**src/rtl/mem_port_arbiter.sv**
```systemverilog
// Arbiter sharing one single-ported, variable-latency memory between the
// instruction fetch port (I) and the load/store port (D). Each access runs
// through IDLE (grant) -> BUSY (req/ack with the memory) -> RESP (one-cycle
// ready pulse to the owner). D normally has priority; a starvation counter
// forces a waiting fetch through after STARVE_MAX consecutive D grants, and a
// watchdog aborts an access that gets no ack within TIMEOUT cycles.
module mem_port_arbiter #(
    parameter int STARVE_MAX = 3,
    parameter int TIMEOUT    = 64
) (
    input  logic        clk,
    input  logic        reset,
    input  logic        i_req,
    input  logic [31:0] i_addr,
    output logic [31:0] i_rdata,
    output logic        i_ready,
    input  logic        d_rd,
    input  logic        d_wr,
    input  logic [31:0] d_addr,
    input  logic [31:0] d_wdata,
    output logic [31:0] d_rdata,
    output logic        d_ready,
    output logic        mem_req,
    output logic        mem_we,
    output logic [31:0] mem_addr,
    output logic [31:0] mem_wdata,
    input  logic [31:0] mem_rdata,
    input  logic        mem_ack,
    output logic        err
);

    localparam int SW = $clog2(STARVE_MAX + 1);
    localparam int WW = $clog2(TIMEOUT + 1);
    // Byte addresses are forced to word alignment before reaching memory.
    localparam logic [31:0] WORD_MASK = 32'hFFFF_FFFC;

    typedef enum logic [1:0] {IDLE, BUSY, RESP} state_t;

    state_t        state_reg, state_next;
    logic          owner_d_reg, owner_d_next;     // 1 = D owns the access, 0 = I
    logic [SW-1:0] starve_cnt_reg, starve_cnt_next;
    logic [WW-1:0] wd_cnt_reg, wd_cnt_next;
    logic          err_reg, err_next;
    logic          mem_req_reg, mem_req_next;
    logic          mem_we_reg, mem_we_next;
    logic [31:0]   mem_addr_reg, mem_addr_next;
    logic [31:0]   mem_wdata_reg, mem_wdata_next;
    logic          i_ready_reg, i_ready_next;
    logic [31:0]   i_rdata_reg, i_rdata_next;
    logic          d_ready_reg, d_ready_next;
    logic [31:0]   d_rdata_reg, d_rdata_next;

    logic d_any;
    logic force_i;

    assign d_any   = d_rd | d_wr;
    assign force_i = i_req && (starve_cnt_reg == SW'(STARVE_MAX));

    // State and output registers; reset also kills any in-flight access.
    always_ff @(posedge clk) begin
        if (reset) begin
            state_reg      <= IDLE;
            owner_d_reg    <= 1'b0;
            starve_cnt_reg <= '0;
            wd_cnt_reg     <= '0;
            err_reg        <= 1'b0;
            mem_req_reg    <= 1'b0;
            mem_we_reg     <= 1'b0;
            mem_addr_reg   <= '0;
            mem_wdata_reg  <= '0;
            i_ready_reg    <= 1'b0;
            i_rdata_reg    <= '0;
            d_ready_reg    <= 1'b0;
            d_rdata_reg    <= '0;
        end else begin
            state_reg      <= state_next;
            owner_d_reg    <= owner_d_next;
            starve_cnt_reg <= starve_cnt_next;
            wd_cnt_reg     <= wd_cnt_next;
            err_reg        <= err_next;
            mem_req_reg    <= mem_req_next;
            mem_we_reg     <= mem_we_next;
            mem_addr_reg   <= mem_addr_next;
            mem_wdata_reg  <= mem_wdata_next;
            i_ready_reg    <= i_ready_next;
            i_rdata_reg    <= i_rdata_next;
            d_ready_reg    <= d_ready_next;
            d_rdata_reg    <= d_rdata_next;
        end
    end

    // Grant, handshake and response sequencing.
    always_comb begin
        state_next      = state_reg;
        owner_d_next    = owner_d_reg;
        starve_cnt_next = starve_cnt_reg;
        wd_cnt_next     = wd_cnt_reg;
        err_next        = err_reg;
        mem_req_next    = mem_req_reg;
        mem_we_next     = mem_we_reg;
        mem_addr_next   = mem_addr_reg;
        mem_wdata_next  = mem_wdata_reg;
        // Ready pulses and their data last a single cycle unless set below.
        i_ready_next    = 1'b0;
        i_rdata_next    = '0;
        d_ready_next    = 1'b0;
        d_rdata_next    = '0;

        case (state_reg)
            IDLE: begin
                wd_cnt_next = '0;
                if (d_rd && d_wr) begin
                    err_next = 1'b1;
                end
                if (d_any && !force_i) begin
                    owner_d_next    = 1'b1;
                    mem_addr_next   = d_addr & WORD_MASK;
                    mem_wdata_next  = d_wdata;
                    mem_we_next     = d_wr;          // rd+wr together is a store
                    mem_req_next    = 1'b1;
                    state_next      = BUSY;
                    // force_i is low here, so with i_req=1 the count is below
                    // STARVE_MAX and the increment saturates at STARVE_MAX.
                    starve_cnt_next = i_req ? (starve_cnt_reg + SW'(1)) : '0;
                end else if (i_req) begin
                    owner_d_next    = 1'b0;
                    mem_addr_next   = i_addr & WORD_MASK;
                    mem_wdata_next  = '0;
                    mem_we_next     = 1'b0;
                    mem_req_next    = 1'b1;
                    state_next      = BUSY;
                    starve_cnt_next = '0;
                end else begin
                    starve_cnt_next = '0;
                end
            end
            BUSY: begin
                wd_cnt_next = wd_cnt_reg + WW'(1);
                if (mem_ack || (wd_cnt_reg == WW'(TIMEOUT - 1))) begin
                    // An ack in the last allowed cycle still wins over abort.
                    mem_req_next = 1'b0;
                    state_next   = RESP;
                    if (!mem_ack) begin
                        err_next = 1'b1;
                    end
                    if (owner_d_reg) begin
                        d_ready_next = 1'b1;
                        d_rdata_next = mem_ack ? mem_rdata : 32'h0;
                    end else begin
                        i_ready_next = 1'b1;
                        i_rdata_next = mem_ack ? mem_rdata : 32'h0;
                    end
                end
            end
            RESP: begin
                state_next = IDLE;
            end
            default: begin
                state_next = IDLE;
            end
        endcase
    end

    assign mem_req   = mem_req_reg;
    assign mem_we    = mem_we_reg;
    assign mem_addr  = mem_addr_reg;
    assign mem_wdata = mem_wdata_reg;
    assign i_ready   = i_ready_reg;
    assign i_rdata   = i_rdata_reg;
    assign d_ready   = d_ready_reg;
    assign d_rdata   = d_rdata_reg;
    assign err       = err_reg;

endmodule

```
**config.mk**
```make
export PLATFORM = sky130hd
export DESIGN_NAME = mem_port_arbiter
export DESIGN_NICKNAME = d
export VERILOG_FILES = /design/src/rtl/mem_port_arbiter.sv
export SDC_FILE = /design/constraint.sdc
export NUM_CORES = 1
export LEC_CHECK = 0
export ABC_AREA = 1
export CAP_MARGIN = 40
export CORE_UTILIZATION = 39
export DETAILED_ROUTE_END_ITERATION = 10
export PLACE_DENSITY = 0.86
export SYNTH_ARGS = -nofsm -noshare
export SYNTH_HDL_FRONTEND = slang
export SYNTH_SLANG_ARGS = --single-unit
```
**constraint.sdc**
```tcl
create_clock -name clk -period 1.79 [get_ports clk]
set_input_delay 0.179 -clock clk [delete_from_list [all_inputs] [get_ports clk]]
set_output_delay 0.179 -clock clk [all_outputs]
set_load 0.05 [all_outputs]
```
==> impl_metrics.json <==
{
  "tightest_slew_ns": 0.556,
  "area_delta_synth_final_pct": 68.9,
  "ys.flop_type": "dfxtp_1",
  "avgSynthCellArea_um2": 8.07,
  "cts_sinks": 143,
  "crit_path_top_delay_cell": "clkdlybuf4s50_1",
  "start_util": 0.408,
  "period_share": 0.973,
  "clock_latency_ns": 0.41,
  "grt-ovfl-total": 0,
  "drt_iter0_markers": 328,
  "async_reset_ff_frac": 0,
  "synth_cells": 617,
  "nets": 1006,
  "hold_viol_final": 0,
  "cp_cell_sequence": "clkdlybuf4s50_1",
  "final_util": 0.689,
  "power_density_nw_per_um2": 1070,
  "cap_violations": 0,
  "drive_gt1_frac": 0.0657,
  "cts_tree": "done",
  "hp-class": "primary input to register",
  "netlist_area_um2": 4980,
  "die_h_um": 115,
  "rsz0062_at_grt": "false",
  "skew_ns": 0.0102,
  "clock_path_buffers": 2,
  "die_area_um2": 13200,
  "path_clk_slew_ns": 0.06,
  "avgRoutedWirePerCell_um": 13.5,
  "whs_ns": 0.334,
  "place_ws_ns": 0.0820,
  "layout_common_cells": "clkdlybuf4s50_1, nand2_1, dfxtp_1",
  "fillers": 1003,
  "outcome": "finished, final reports clean",
  "vias": 4913,
  "arrival_ns": 1.56,
  "yosysWarnings": 0,
  "root_buffer": "clkbuf_16",
  "hpwl_mm": 9.99,
  "first_pass_iters": 4,
  "ys_seq_area_frac": 0.575,
  "finalPower_uw": 9020,
  "vias_per_cell": 4.67,
  "synth_edf_count": 0,
  "r2r_slack_ns": 0.11,
  "setup_violations": 0,
  "grt_max_degree": 61,
  "fin_tns_setup_ns": 0,
  "antenna_found_initial": 0,
  "cts.htree.levels": 4,
  "worstSetupPathType": "register to primary output",
  "numPortBuffers": 260,
  "num_io_pins": 267,
  "required_ns": 1.61,
  "period_minus_slack_ns": 1.74,
  "place.gp.congestion": 0.814,
  "post_cts_buffers": 0,
  "final_common_cell": "clkdlybuf4s50_1",
  "grt_pass1_vias": 4680,
  "p_leak_uw": 0.00347,
  "relSlewSlack": 0.629,
  "ir_worst_vdd_uv": 597,
  "remaining_drc_errors": 0,
  "core-area_um2": 12200,
  "critical-path-top-delay-family": "buffers and inverters",
  "critPathMaxFanout": 2,
  "endpoint_kind": "primary output",
  "setup_slack_ns": 0.0490,
  "max_stage_delay_ns": 0.83,
  "num_rows": 40,
  "worst_setup_path_start_kind": "register",
  "drt-total-wl_mm": 14.2,
  "numCtsBuffers": 17,
  "max_freq_ghz": 0.574,
  "synth_cell_types": 27,
  "grt_pass1_wl_mm": 22.6,
  "die_width_um": 115,
  "grt_use_total": 0.217,
  "drv_slew": 0,
  "antenna_cells": 0,
  "drtAntennaViolNets": 0,
  "ys_seq_elements": 143,
  "worst-path-buf-inv": 1
}
[Yosys cell counts, types with 3 or more instances]
cell type,instances,share of area
nor2_1,103,0.078
nor3_1,3,0.0030
buf_2,17,0.017
buf_4,5,0.0075
clkbuf_1,14,0.011
inv_2,4,0.0030
nand2_1,145,0.11
inv_1,16,0.012
a21oi_1,72,0.072
dfxtp_1,143,0.58
nand3_1,43,0.043
clkbuf_2,3,0.0030
o21ai_0,31,0.031
[worst paths after layout]
path | to | cells past startpoint | start
min reg2reg | mem_wdata[23] | 2 | mem_wdata[23]
max | mem_addr[30] | 1 | mem_addr[30]
max reg2reg | d_rdata[9] | 8 | wd_cnt_reg[0]
min | d_rdata[12] | 3 | mem_rdata[12]
[layout make-up]
cell class	instances	area [µm²]	area share
Sequential cell	143	2860	0.340
Timing Repair Buffer	275	2790	0.331
Multi-Input combinational cell	412	1820	0.217
Clock buffer	19	443	0.0527
Tap cell	168	210	0.0250
Clock inverter	13	203	0.0241
Inverter	21	81.3	0.00967
[cells by family (layout without fill, tap and decap cells)]
| group | after synthesis | in the layout | share of synthesized area |
|---|---|---|---|
| buffers and inverters | 63 | 328 | 0.0598 |
| and+or+nand+nor | 301 | 301 | 0.249 |
| AOI/OAI and AO/OA | 107 | 107 | 0.111 |
| other | 1 | 2 | 0.000753 |
| DFF | 143 | 143 | 0.575 |
| adders and majority gates | 2 | 2 | 0.00503 |
[layer usage]
layer | track usage | vias up | share of wire
li1 | - | 2485 | -
met1 | 0.240 | 2221 | 0.39
met2 | 0.390 | 185 | 0.52
met3 | 0.0554 | 22 | 0.072
met4 | 0.0978 | 0 | 0.022
met5 | 0 | - | 0
[worst reg2reg max path, delay by kind of cell (launching register included)]
kind | cells | cell delay (ns)
buf+inv | 2 | 0.35
fa+ha+maj | 1 | 0.24
simple gates | 5 | 0.64
flops | 1 | 0.39
[report_power, final]
part | leakage (µW) | switching, µW | total (µW) | internal [µW]
clock | 0.000304 | 1400 | 3800 | 2400
combinational | 0.00200 | 1070 | 1780 | 709
sequential | 0.00117 | 85.3 | 3440 | 3360
[through the flow]
stage | area (µm²) | instances
after floorplan | 4980 | 618
after global routing | 8410 | 1051
after global placement | 7740 | 1019
after detailed placement | 7740 | 1019
after CTS | 8390 | 1051
final | 8410 | 1051
[repair_timing]
action / CTS / global route
endpoints found under the hold margin: 0 / 0
hold buffers: 0 / 0
gates resized for setup: 0 / 9
setup endpoints to repair: 0 / 9
Power figures use the tool's default switching activity.
